## src/rtl/mac_sequencer.sv

```systemverilog
// Dot-product sequencer: drives one mac instance's opcode/data bus to compute sum(a[i]*b[i]).
// 5 cycles per pair, result 4 cycles after the last ACC; in_ready only in WAIT_IN, result held until res_ready.
module mac_sequencer #(
    parameter int DATA_WIDTH = 8,
    parameter int LEN_WIDTH  = 8
) (
    input  logic                    clk,
    input  logic                    a_reset_n,
    input  logic                    start,
    input  logic [LEN_WIDTH-1:0]    length,
    input  logic                    in_valid,
    input  logic [DATA_WIDTH-1:0]   in_a,
    input  logic [DATA_WIDTH-1:0]   in_b,
    output logic                    in_ready,
    output logic [3:0]              mac_opcode,
    output logic [DATA_WIDTH-1:0]   mac_data,
    input  logic [DATA_WIDTH-1:0]   mac_result,
    input  logic                    mac_acc_overflow,
    output logic                    res_valid,
    input  logic                    res_ready,
    output logic [2*DATA_WIDTH-1:0] res_data,
    output logic                    res_overflow,
    output logic                    busy
);

    localparam logic [3:0] OP_RESET = 4'h0;
    localparam logic [3:0] OP_MULT  = 4'h1;
    localparam logic [3:0] OP_ACC   = 4'h2;
    localparam logic [3:0] OP_REGA  = 4'h4;
    localparam logic [3:0] OP_REGB  = 4'h5;
    localparam logic [3:0] OP_MSW   = 4'h6;
    localparam logic [3:0] OP_LSW   = 4'h7;
    localparam logic [3:0] OP_NOOP  = 4'hF;

    typedef enum logic [3:0] {
        IDLE, CLR, WAIT_IN, LDA, LDB, MUL, ACC, RD_MSW, RD_LSW, CAP, DONE
    } state_t;

    state_t                  state;
    state_t                  state_nxt;
    logic [LEN_WIDTH-1:0]    cnt;
    logic [DATA_WIDTH-1:0]   a_reg;
    logic [DATA_WIDTH-1:0]   b_reg;

    always_ff @(posedge clk or negedge a_reset_n) begin
        if (!a_reset_n) begin
            state <= IDLE;
        end else begin
            state <= state_nxt;
        end
    end

    always_comb begin
        state_nxt  = state;
        mac_opcode = OP_NOOP;
        in_ready   = 1'b0;
        res_valid  = 1'b0;
        busy       = (state != IDLE);
        case (state)
            IDLE: begin
                if (start) state_nxt = CLR;
            end
            CLR: begin
                mac_opcode = OP_RESET;
                state_nxt  = (cnt == '0) ? RD_MSW : WAIT_IN;
            end
            WAIT_IN: begin
                in_ready = 1'b1;
                if (in_valid) state_nxt = LDA;
            end
            LDA: begin
                mac_opcode = OP_REGA;
                state_nxt  = LDB;
            end
            LDB: begin
                mac_opcode = OP_REGB;
                state_nxt  = MUL;
            end
            MUL: begin
                mac_opcode = OP_MULT;
                state_nxt  = ACC;
            end
            ACC: begin
                mac_opcode = OP_ACC;
                state_nxt  = (cnt == LEN_WIDTH'(1)) ? RD_MSW : WAIT_IN;
            end
            RD_MSW: begin
                mac_opcode = OP_MSW;
                state_nxt  = RD_LSW;
            end
            RD_LSW: begin
                mac_opcode = OP_LSW;
                state_nxt  = CAP;
            end
            CAP: begin
                state_nxt = DONE;
            end
            DONE: begin
                res_valid = 1'b1;
                if (res_ready) state_nxt = IDLE;
            end
            default: state_nxt = IDLE;
        endcase
    end

    assign mac_data = (state == LDA) ? a_reg : b_reg;

    // mac data_out lags its opcode by one cycle, so each word is captured one state later.
    always_ff @(posedge clk or negedge a_reset_n) begin
        if (!a_reset_n) begin
            cnt          <= '0;
            a_reg        <= '0;
            b_reg        <= '0;
            res_data     <= '0;
            res_overflow <= 1'b0;
        end else begin
            case (state)
                IDLE:    if (start) cnt <= length;
                WAIT_IN: if (in_valid) begin
                    a_reg <= in_a;
                    b_reg <= in_b;
                end
                ACC:     cnt <= cnt - LEN_WIDTH'(1);
                RD_LSW:  res_data[2*DATA_WIDTH-1:DATA_WIDTH] <= mac_result;
                CAP: begin
                    res_data[DATA_WIDTH-1:0] <= mac_result;
                    res_overflow             <= mac_acc_overflow;
                end
                default: ;
            endcase
        end
    end

endmodule

```

## config.mk

```make
export PLATFORM = sky130hd
export DESIGN_NAME = mac_sequencer
export DESIGN_NICKNAME = d
export VERILOG_FILES = /design/src/rtl/mac_sequencer.sv
export SDC_FILE = /design/constraint.sdc
export NUM_CORES = 1
export LEC_CHECK = 0
export ABC_CLOCK_PERIOD_IN_PS = 1850
export BUFFER_PORTS_ARGS = -buffer_cell sky130_fd_sc_hd__buf_2
export CELL_PAD_IN_SITES_DETAIL_PLACEMENT = 0
export CELL_PAD_IN_SITES_GLOBAL_PLACEMENT = 2
export CORE_UTILIZATION = 32
export DETAILED_ROUTE_END_ITERATION = 7
export GPL_TIMING_DRIVEN = 0
export PLACE_DENSITY = 0.85
export SYNTH_ARGS = -nofsm -noshare
export SYNTH_HDL_FRONTEND = slang
export SYNTH_SLANG_ARGS = --single-unit
```

## constraint.sdc

```tcl
create_clock -name clk -period 1.85 [get_ports clk]
set_input_delay 0.0925 -clock clk [delete_from_list [all_inputs] [get_ports clk]]
set_output_delay 0.0925 -clock clk [all_outputs]
set_load 0.02 [all_outputs]
```

### After elaboration in Yosys (flattened, before gate mapping)

Cells that the tools add are included.

| storage, ports and cells | value |
|---|---|
| bits of input ports | 38 |
| logic and storage cells | 41 |
| output and inout bits | 32 |
| register bits after elaboration | 45 |

| operators by class | value |
|---|---|
| reduce and logical (&&, ||, !) cells | 7 |
| eq/ne operators | 14 |
| muxes and demuxes | 12 |
| add/subtract/negate cells | 1 |

Operators by type and width:

| cell | count |
|---|---|
| one-hot mux 4 bit (11 select lines) | 1 |
| one-hot mux 4 bit (7 select lines) | 1 |
| == test 4 x 3 -> 1 bit, second input constant | 4 |
| 2-to-1 mux 8 bit | 2 |
| one-hot mux 8 bit (2 select lines) | 1 |
| == test 4 bit, second input constant | 3 |
| 2-to-1 mux 4 bit | 3 |
| == test 4 x 2 -> 1 bit, second input constant | 2 |
| == test 8 x 1 -> 1 bit, second input constant | 1 |
| logical NOT 8 bit | 1 |
| subtractor 8 x 1 -> 8 bit, second input constant | 1 |
| 2-to-1 mux 3 bit | 2 |
| inequality test 2 bit, second input constant | 3 |
| == test 4 x 1 -> 1 bit, second input constant | 1 |
| logical NOT 4 bit | 1 |
| AND reduction 2 bit | 2 |
| nonzero test 4 bit | 1 |
| AND reduction 3 bit | 1 |
| 2-to-1 mux 1 bit | 2 |
| nonzero test 2 bit | 1 |

### Depth between registers and ports, before layout

Gate-level depths: netlist (run 1).

| depth | value |
|---|---|
| depth in word-level cells | 3 |
| mapped depth | 6 |
| gate-level depth less buffers | 6 |

### Worst setup path after synthesis (run 1)

OpenSTA, ideal clock, no wires.

| timing path | value |
|---|---|
| kind | flip-flop to flip-flop |
| from | reg state[0] |
| to | reg a_reg[0] |
| setup time | 0.127 ns |
| period minus slack after synthesis | 1.694 ns |
| buffers on the path | 1 |
| arrival time | 1.567 ns |
| path slack | 0.156 ns |
| cell stages (with the launch flop) | 6 |
| required time | 1.723 ns |
| cells stage by stage | dfrtp_1 -> nand2b_1 -> nor3_2 -> nand2_2 -> buf_6 -> mux2_1 |

| on the way | value |
|---|---|
| longest elaborated chain between the ends | 2 |

Ends and longest elaborated chain:

| item | line | source |
|---|---|---|
| start: declaration | 39 | `state_t state;` |
| start signal: assignment | 49 | `state <= state_nxt;` |
| == test 4 x 2 -> 1 bit | 117 | `case (state)` |
| AND reduction 2 bit (no source line) | n/a |  |
| end signal: assignment | 120 | `a_reg <= in_a;` |
| end: declaration | 42 | `logic [DATA_WIDTH-1:0] a_reg;` |

Every way passes these cells.
A chain may end at the register's enable or synchronous reset.

### Final worst setup path (run 1)

| timing path | value |
|---|---|
| from | reg state[0] |
| to | out mac_data[5] |

| on the way | value |
|---|---|
| longest elaborated chain between the ends | 2 |

Ends and longest elaborated chain:

| item | line | source |
|---|---|---|
| == test 4 x 2 -> 1 bit | 106 | `assign mac_data = (state == LDA) ? a_reg : b_reg;` |
| 2-to-1 mux 8 bit | 106 |  |
| end: declaration | 16 | `output logic [DATA_WIDTH-1:0] mac_data,` |

Every way passes these cells.

==> parameters.txt, run 1 <==
Parameter                              Value

Clock tree
  Clock transition at the register clock pins on the worst setup and hold paths after CTS    around 0.090 ns
  Clock tree from TritonCTS    done
  Clock tree root buffer cell    sky130_fd_sc_hd__clkbuf_8
  Maximum buffer depth of the clock tree    2
  CTS H-tree depth    2
  Clk_lat worst skew    between 0.2 and 0.3 ns
  Clock net sink count    45
  Total CTS buffers    5

Yosys
  Largest area contributor in the synthesized netlist    sky130_fd_sc_hd__dfrtp_1
  Yosys cell types    38
  Synth cell count leaders    sky130_fd_sc_hd__dfrtp_1 (45), sky130_fd_sc_hd__mux2_1 (34), sky130_fd_sc_hd__nand2_1 (12)
  Proportion of synthesized flip-flops having asynchronous set or reset    100%
  Number of flops mapped to enable cells by yosys    0
  Net Count, Synth    220
  Count of mapped cells out of synthesis    between 150 and 200
  Warnings, synthesis    0
  Post-Syn Area per Cell    approximately 12 um^2
  Flip-flop and latch count after synthesis    45
  Most instantiated library cell after synthesis    sky130_fd_sc_hd__dfrtp_1
  Largest cells by area after synthesis    sky130_fd_sc_hd__dfrtp_1 (51%), sky130_fd_sc_hd__mux2_1 (17%), sky130_fd_sc_hd__mux2_4 (5.5%)
  Dominant register cell in the synthesized netlist    sky130_fd_sc_hd__dfrtp_1
  Sequential cell area fraction in the yosys report    between 50% and 60%
  Area fraction of the dominant cell type after synthesis    roughly 51%
  Post-synthesis instance area    between 0.002 and 0.0025 mm^2

STA
  Highest attainable clock frequency    555 MHz
  Final setup violation count    0
  Slew Viols, Final    0
  Worst slew pin tran    approximately 1 ns
  Final Hold Violating Endpoints    45
  Maximum clock skew at final layout    just under 0.004 ns
  Post-layout minimum cycle time    1.80 ns
  Final critical-path share of the clock period    just under 100%
  Final worst-path setup slack    0.0495 ns
  Hold_ws    -0.0298 ns
  RSZ-0062 raised after global routing    true
  Setup TNS    0 ns
  Worst rel slew slack    31.7%

Floorplan
  Die area    just over 0.007 mm^2
  # IOs    70
  Vertical extent of the die    84.9 um
  Die width    84.9 um
  Site row count    29
  Initial Utilization    about a third
  Placeable Area    between 0.006 and 0.007 mm^2

Route
  DR vias    1636
  DRC    8
  Wire per inst    between 10 and 15 um
  WL final    approximately 4800 um
  1st-pass router iterations    7
  Antenna-violating nets left    0
  Average via count per standard cell    between 4 and 5
  Iter 0 DRT Violations    38

Final layout
  Final instance area    around 0.0028 mm^2
  Final cell count without fillers    ~340
  Synth-to-Final Area Change    29.1%
  Register ranked first by flip-flop count    res_data
  Flip-flop count of the largest register after layout    16
  Final core occ    43.7%
  Nets    between 300 and 400
  Share of cells above drive strength 1    about two fifths
  Antenna diode instance count    0
  Number of filler cells placed in the layout    about 630

GRT
  Initial antenna violation count    0
  Largest net degree at the start of global routing    between 40 and 50
  Overall global routing resource usage    between 10% and 20%
  Number of global-route vias before repair    between 1500 and 2000
  Overflow after GRT    0
  Wire length of the first global-routing pass    just under 8000 um

Power
  Pint    roughly 3 mW
  Power per cell area    about 1800 mW/mm^2
  Comb pwr share    between 40% and 50%
  Switching Share    approximately 40%
  Net switching component of the power    2.02 mW
  Post-layout power    around 5.1 mW
  Sequential Power Share    between 30% and 40%
  Leakage power of the design    1.35 nW
  Clock network fraction of design power    between 10% and 20%
  VDD IR-drop max    approximately 570 uV

Status
  Violated checks    design-rule violations, negative hold slack
  Outcome    complete, but fails checks

Setup path
  Largest fanout of any net on the critical path    10
  Required time at the worst-slack endpoint    1.76 ns
  Beginning of the worst register-to-register path    state[1]
  Setup crit start kind    flip-flop
  Element type at the critical path end    primary output
  Arrival time of data at the critical path endpoint    1.71 ns
  Type of the worst setup path    reg -> out
  Worst reg2reg path depth    4
  Worst r2r dst    cnt[6]
  Setup slack of the worst register-to-register path    about 0.12 ns

Place
  Buffers added on ports    a little under 70
  Post-placement cell area    0.00264 mm^2
  Worst slack at placement    0.127 ns
  Gpl congestion    ~0.8
  Placed wire-length estimate    roughly 3400 um
  Post-Place Cells    ~330

Hold path
  Classification of the worst-slack hold path    in -> async

Job
  Total of max-cap violations    0
## cell usage in the layout (no fill, tap or decap), types with 2 or more instances in the layout
cell type and count:
sky130_fd_sc_hd__mux2_4 8, sky130_fd_sc_hd__buf_4 6, sky130_fd_sc_hd__bufinv_16 2, sky130_fd_sc_hd__and2_1 2, sky130_fd_sc_hd__nor3_1 3, sky130_fd_sc_hd__a21oi_1 9
sky130_fd_sc_hd__clkbuf_8 5, sky130_fd_sc_hd__a21o_1 2, sky130_fd_sc_hd__dfrtp_1 43, sky130_fd_sc_hd__mux2_1 34, sky130_fd_sc_hd__o221a_1 2, sky130_fd_sc_hd__buf_2 69
sky130_fd_sc_hd__nor3b_1 2, sky130_fd_sc_hd__o21ai_0 3, sky130_fd_sc_hd__nor2_1 9, sky130_fd_sc_hd__inv_1 4, sky130_fd_sc_hd__o211ai_1 4, sky130_fd_sc_hd__o21ai_1 3
sky130_fd_sc_hd__buf_6 2, sky130_fd_sc_hd__dlygate4sd3_1 2, sky130_fd_sc_hd__dfrtp_2 2, sky130_fd_sc_hd__nand2b_1 5, sky130_fd_sc_hd__ha_1 3, sky130_fd_sc_hd__nand2_1 12
sky130_fd_sc_hd__nand3_1 5
## worst max-delay path, cell delays in order (launching register included)
cell and delay [ns]:
sky130_fd_sc_hd__dfrtp_1 0.39, sky130_fd_sc_hd__buf_4 0.20, sky130_fd_sc_hd__and3_1 0.18, sky130_fd_sc_hd__buf_6 0.14, sky130_fd_sc_hd__mux2_1 0.33, sky130_fd_sc_hd__buf_2 0.17
## worst max-delay path by stage
stage / startpoint / to / slack [ns]
final: state[0] / mac_data[5] / 0.05
after global routing: state[1] / cnt[6] / -0.04
after CTS: state[3] / mac_data[5] / 0.02
after detailed placement: state[2] / res_data[9] / 0.13
after global placement: state[2] / res_data[15] / 0.13
after floorplan: state[0] / a_reg[0] / 0.16
## routing by layer
layer  track usage, %  vias to the layer above  share of wire [%]
met5                0                        -                  0
met4             2.77                        0               0.33
met3             3.02                        2                5.4
met2             21.8                       57                 44
met1             19.4                      774                 50
li1                 -                      803                  -
## logic make-up after synthesis
group | share of synthesized area [%]
and+or+nand+nor | 12.8
AOI/OAI and AO/OA | 8.37
adders and majority gates | 1.71
DFF | 51.2
muxes | 23.3
buffers and inverters | 2.56
## final cells by class
type	instances	area (um^2)	share of cell area, %
tap	77	96.3	3.40
inverter	4	15.0	0.529
clock inverter	3	68.8	2.43
sequential	45	1130	39.8
clock buffer	5	68.8	2.43
timing repair buffer	74	388	13.7
multi-input combinational	123	1020	35.9
buffer	7	53.8	1.90
## power by group through the flow
stage	Clock (mW)	Combinational (mW)	Sequential (mW)
finish	0.893	2.46	1.74
global route	0.962	2.68	1.81
CTS	0.927	2.47	1.74
detailed placement	0	2.40	1.76
global placement	0	2.37	1.75
floorplan	0	1.53	1.89
## repair_timing
action | in CTS | in global routing
buffers inserted | 2 | 1
endpoints found under the setup margin | 10 | 13
resized for setup | 7 | 1
hold buffers | 2 | 0
pin swaps | 1 | 0
hold endpoints to repair | 2 | 0
(Power assumes the default switching activity.)
==> run 2, diff against run 1 <==
==> config.mk (replaced) <==
export PLATFORM = sky130hd
export DESIGN_NAME = mac_sequencer
export DESIGN_NICKNAME = d
export VERILOG_FILES = /design/src/rtl/mac_sequencer.sv
export SDC_FILE = /design/constraint.sdc
export NUM_CORES = 1
export LEC_CHECK = 0
export ABC_CLOCK_PERIOD_IN_PS = 1850
export CELL_PAD_IN_SITES_DETAIL_PLACEMENT = 0
export CELL_PAD_IN_SITES_GLOBAL_PLACEMENT = 2
export CORE_UTILIZATION = 39
export DETAILED_ROUTE_END_ITERATION = 7
export DONT_BUFFER_PORTS = 1
export GPL_TIMING_DRIVEN = 0
export PLACE_DENSITY = 0.83
export SETUP_SLACK_MARGIN = 0.3
export SYNTH_ARGS = -nofsm -noshare
export SYNTH_HDL_FRONTEND = slang
export SYNTH_SLANG_ARGS = --single-unit
==> parameters.txt, run 2 (same netlist as run 1, synthesis figures left out) <==
Parameter                              Value

Power
  VDD IR-drop max    900 uV
  Power per cell area    around 1700 mW/mm^2
  Leakage power of the design    approximately 1.4 nW
  Post-layout power    roughly 5.5 mW

Route
  1st-pass router iterations    4
  Wire per inst    18.3 um
  Antenna-violating nets left    0
  WL final    5690 um
  DR vias    ~1700
  Iter 0 DRT Violations    between 60 and 70
  Average via count per standard cell    around 5.4
  DRC    0

Final layout
  Footprint of the flip-flops and latches    about 0.0011 mm^2
  Synth-to-Final Area Change    45.9%
  Final cell count without fillers    about 310
  Number of filler cells placed in the layout    407
  Most frequent standard cell in the layout excluding fill and tap cells    sky130_fd_sc_hd__dfrtp_1
  Final instance area    between 0.003 and 0.004 mm^2
  Flip-flop count of the largest register after layout    16
  Multi-input combinational cell area    around 0.0012 mm^2
  Final core occ    60.9%
  Nets    ~280
  Share of cells above drive strength 1    roughly two fifths
  Antenna diode instance count    0
  Top library cells by usage in the layout, fill and taps aside    sky130_fd_sc_hd__dfrtp_1 (41), sky130_fd_sc_hd__mux2_4 (33), sky130_fd_sc_hd__dlygate4sd3_1 (32), sky130_fd_sc_hd__buf_6 (14), sky130_fd_sc_hd__nand2_1 (11)
  Register ranked first by flip-flop count    res_data

Setup path
  Arrival time of data at the critical path endpoint    1.85 ns
  Crit path launch    state[2]
  Beginning of the worst register-to-register path    state[2]
  Required time at the worst-slack endpoint    between 2 and 2.5 ns
  Largest fanout of any net on the critical path    5
  Setup crit start kind    flip-flop
  Element type at the critical path end    flip-flop
  Type of the worst setup path    reg -> reg

Job
  Total of max-cap violations    0

GRT
  Met2 layer usage reported by global route    between 30% and 40%
  Wire length of the first global-routing pass    about 9000 um
  Largest net degree at the start of global routing    46
  Most congested layer reported by global routing    met2
  Number of global-route vias before repair    about 1800
  Overflow after GRT    0
  Met1 global-route usage    around a quarter
  GR met3 Demand/Resource    a little over 5%
  Initial antenna violation count    0
  Overall global routing resource usage    between 10% and 20%

Clock tree
  Maximum buffer depth of the clock tree    2
  Clock tree from TritonCTS    done
  CTS H-tree depth    2
  Total CTS buffers    5
  Clk_lat worst skew    slightly below 0.3 ns
  Clock transition at the register clock pins on the worst setup and hold paths after CTS    0.08 ns
  Clock net sink count    45
  Clock tree root buffer cell    sky130_fd_sc_hd__clkbuf_8

STA
  RSZ-0062 raised after global routing    true
  Final setup violation count    0
  Worst slew pin tran    0.406 ns
  Worst rel slew slack    between 70% and 80%
  Final critical-path share of the clock period    around nine tenths
  Final Hold Violating Endpoints    0
  Post-layout minimum cycle time    around 1.7 ns
  Slew Viols, Final    0
  Final worst-path setup slack    roughly 0.18 ns
  Maximum clock skew at final layout    0.00648 ns
  Highest attainable clock frequency    597 MHz
  Setup TNS    0 ns
  Hold_ws    roughly 0.0044 ns

Floorplan
  Initial Utilization    a little over two fifths
  Placeable Area    between 0.005 and 0.006 mm^2
  Site row count    26
  Die width    77.1 um
  # IOs    70
  Vertical extent of the die    77.1 um
  Die area    about 0.0059 mm^2

Place
  Placed wire-length estimate    3510 um
  Post-Place Cells    between 200 and 250
  Worst slack at placement    0.0685 ns
  Gpl congestion    a little under 0.8
  Post-placement cell area    about 0.0023 mm^2
  Buffers added on ports    0

Hold path
  Min-Delay Startpoint    start
  Classification of the worst-slack hold path    in -> reg

Status
  Outcome    completed
## run 2: final cells by class
class	count	area share, %
well taps	70	2.73
inverters	4	0.468
flip-flops and latches	45	35.3
clock buffers	5	2.15
repair buffers	56	18.7
plain buffers	7	2.65
clock inverters	1	0.156
multi-input cells	123	37.8
## run 2: timing repair
item                       CTS  global route
cloned                       0             1
hold endpoints to repair    84             0
setup endpoints to repair   55            56
buffers inserted            17             5
hold buffers                33             0
resized for setup           40            46
pin swaps                    7            10
## run 2: per-layer routing
| layer | routed length [um] | vias to the layer above |
|---|---|---|
| li1 | - | 766 |
| met1 | 2370 | 842 |
| met2 | 2840 | 67 |
| met3 | 369 | 11 |
| met4 | 106 | 0 |
| met5 | 0 | - |
## run 2: report_power, final
part	switching (mW)	internal [mW]	leakage (nW)	total (mW)
combinational	1.35	1.59	0.856	2.94
clock	0.304	0.249	0.0399	0.552
sequential	0.590	1.46	0.542	2.05
## run 2: path summary, 6_finish.rpt
path                             to  slack [ns]  cells past startpoint
setup / recovery           a_reg[0]        0.18                      5
hold / removal               cnt[4]       0.004                      2
setup reg to reg           a_reg[0]        0.18                      5
hold reg to reg            b_reg[5]        0.52                      1
max in group asynchronous  state[3]        1.31                      2
min in group asynchronous    cnt[0]        0.33                      2
## run 2: critical path, cell delays in order (launching register included)
cell	delay [ns]
sky130_fd_sc_hd__dfrtp_2	0.46
sky130_fd_sc_hd__buf_6	0.13
sky130_fd_sc_hd__nor3_4	0.33
sky130_fd_sc_hd__nand2_4	0.15
sky130_fd_sc_hd__clkbuf_16	0.19
sky130_fd_sc_hd__mux2_4	0.29
==> run 3, diff against run 2 <==
--- a/config.mk
+++ b/config.mk
@@ -5,14 +5,15 @@
 export SDC_FILE = /design/constraint.sdc
 export NUM_CORES = 1
 export LEC_CHECK = 0
-export ABC_CLOCK_PERIOD_IN_PS = 1850
+export ABC_CLOCK_PERIOD_IN_PS = 2100
 export CELL_PAD_IN_SITES_DETAIL_PLACEMENT = 0
 export CELL_PAD_IN_SITES_GLOBAL_PLACEMENT = 2
-export CORE_UTILIZATION = 39
+export CORE_UTILIZATION = 43
 export DETAILED_ROUTE_END_ITERATION = 7
 export DONT_BUFFER_PORTS = 1
 export GPL_TIMING_DRIVEN = 0
-export PLACE_DENSITY = 0.83
+export PLACE_DENSITY = 0.9
+export RECOVER_POWER = 50
 export SETUP_SLACK_MARGIN = 0.3
 export SYNTH_ARGS = -nofsm -noshare
 export SYNTH_HDL_FRONTEND = slang
==> constraint.sdc (replaced) <==
create_clock -name clk -period 2.1 [get_ports clk]
set_input_delay 0.105 -clock clk [delete_from_list [all_inputs] [get_ports clk]]
set_output_delay 0.105 -clock clk [all_outputs]
set_load 0.02 [all_outputs]
==> parameters.txt, run 3 (same netlist as run 1, synthesis figures left out) <==
Parameter                              Value

Setup path
  Type of the worst setup path    reg -> out
  Required time at the worst-slack endpoint    approximately 2.0 ns
  Largest fanout of any net on the critical path    8
  Element type at the critical path end    primary output
  Setup crit start kind    flip-flop
  Arrival time of data at the critical path endpoint    1.66 ns

Floorplan
  Die area    around 0.0054 mm^2
  Die width    73.5 um
  Initial Utilization    45.6%
  # IOs    70
  Placeable Area    ~0.0048 mm^2
  Site row count    25
  Vertical extent of the die    around 74 um

Final layout
  Flip-flop count of the largest register after layout    16
  Final core occ    between 50 and 60%
  Register ranked first by flip-flop count    res_data
  Synth-to-Final Area Change    27.4%
  Antenna diode instance count    0
  Top library cells by usage in the layout, fill and taps aside    sky130_fd_sc_hd__dfrtp_1 (43), sky130_fd_sc_hd__dlygate4sd3_1 (33), sky130_fd_sc_hd__mux2_1 (26), sky130_fd_sc_hd__nand2_1 (12)
  Most frequent standard cell in the layout excluding fill and tap cells    sky130_fd_sc_hd__dfrtp_1
  Nets    about 270
  Share of cells above drive strength 1    20.6%
  Final instance area    between 0.002 and 0.003 mm^2
  Final cell count without fillers    295

STA
  Maximum clock skew at final layout    0.0105 ns
  Setup TNS    0 ns
  Final critical-path share of the clock period    between 80% and 90%
  Final setup violation count    0
  Slew Viols, Final    0
  Highest attainable clock frequency    roughly 570 MHz
  Final worst-path setup slack    ~0.33 ns
  Hold_ws    ~0.011 ns
  RSZ-0062 raised after global routing    true
  Final Hold Violating Endpoints    0
  Post-layout minimum cycle time    1.77 ns
  Worst rel slew slack    27.4%
  Worst slew pin tran    ~1.1 ns

Route
  1st-pass router iterations    4
  Wire per inst    ~18 um
  Antenna-violating nets left    0
  DR vias    approximately 1600
  Iter 0 DRT Violations    44
  Average via count per standard cell    5.26
  WL final    between 5000 and 6000 um
  DRC    0

Power
  Net switching component of the power    1.79 mW
  VDD IR-drop max    a little under 500 uV
  Comb pwr share    43.9%
  Pint    roughly 2.4 mW
  Sequential Power Share    between 40% and 50%
  Power per cell area    between 1000 and 1500 mW/mm^2
  Switching Share    roughly 43%
  Post-layout power    a little over 4 mW
  Leakage power of the design    around 1.2 nW
  Clock network fraction of design power    a little over an eighth

GRT
  Initial antenna violation count    0
  Overall global routing resource usage    approximately 20%
  Overflow after GRT    0
  Wire length of the first global-routing pass    roughly 8000 um
  Largest net degree at the start of global routing    46
  Number of global-route vias before repair    1620

Clock tree
  Clk_lat worst skew    approximately 0.3 ns
  Maximum buffer depth of the clock tree    2
  Clock tree root buffer cell    sky130_fd_sc_hd__clkbuf_8
  Clock transition at the register clock pins on the worst setup and hold paths after CTS    approximately 0.09 ns
  Clock tree from TritonCTS    done
  CTS H-tree depth    2
  Clock net sink count    45
  Total CTS buffers    5

Hold path
  Classification of the worst-slack hold path    in -> reg

Place
  Gpl congestion    between 0.8 and 0.9
  Post-placement cell area    0.00228 mm^2
  Worst slack at placement    0.193 ns
  Post-Place Cells    approximately 250
  Buffers added on ports    0
  Placed wire-length estimate    approximately 3200 um

Status
  Outcome    completed

Job
  Total of max-cap violations    0
==> run 3: path summary, 6_finish.rpt <==
check                      startpoint           to  slack, ns  depth (start not counted)
min                         length[1]       cnt[1]       0.01                          2
max                          state[3]  mac_data[6]       0.33                          4
min in group asynchronous   a_reset_n     a_reg[2]       0.58                          2
min reg2reg                  a_reg[3]     a_reg[3]       0.50                          1
max reg2reg                  state[0]     a_reg[5]       0.39                          5
max in group asynchronous   a_reset_n     state[3]       0.80                          2
==> run 3: critical path, cell delays in order (launching register included) <==
cell and delay, ns:
sky130_fd_sc_hd__dfrtp_2 0.47, sky130_fd_sc_hd__nor2_1 0.14, sky130_fd_sc_hd__and3_1 0.18, sky130_fd_sc_hd__buf_6 0.15
sky130_fd_sc_hd__mux2_2 0.41
==> run 3: power by group through the flow <==
stage,registers (mW),clock network [mW],logic [mW]
6_report,1.78,0.549,1.82
3_5_place_dp,1.77,0,1.56
4_1_cts,1.76,0.570,1.71
5_1_grt,1.83,0.606,1.97
3_3_place_gp,1.74,0,1.51
2_1_floorplan,1.67,0,1.34
==> run 3: routing by layer <==
metal	GRT usage [%]	share of wire [%]
met1	21.8	39
met2	37.9	55
met3	4.39	4.6
met4	6.62	0.85
met5	0	0
==> run 3: layout make-up <==
class / instances / area, um^2
multi-input combinational: 123 / 1040
clock inverter: 3 / 25.0
buffer: 7 / 53.8
clock buffer: 5 / 68.8
inverter: 4 / 15.0
tap: 67 / 83.8
sequential: 45 / 1130
timing repair buffer: 41 / 388
fill: 438 / 2020
==> run 3: what timing repair did <==
item	in CTS	in global routing
hold endpoints to repair	86	0
endpoints found under the setup margin	19	20
buffers inserted	1	6
pin swaps	2	1
gates resized for setup	14	7
hold buffers	34	0
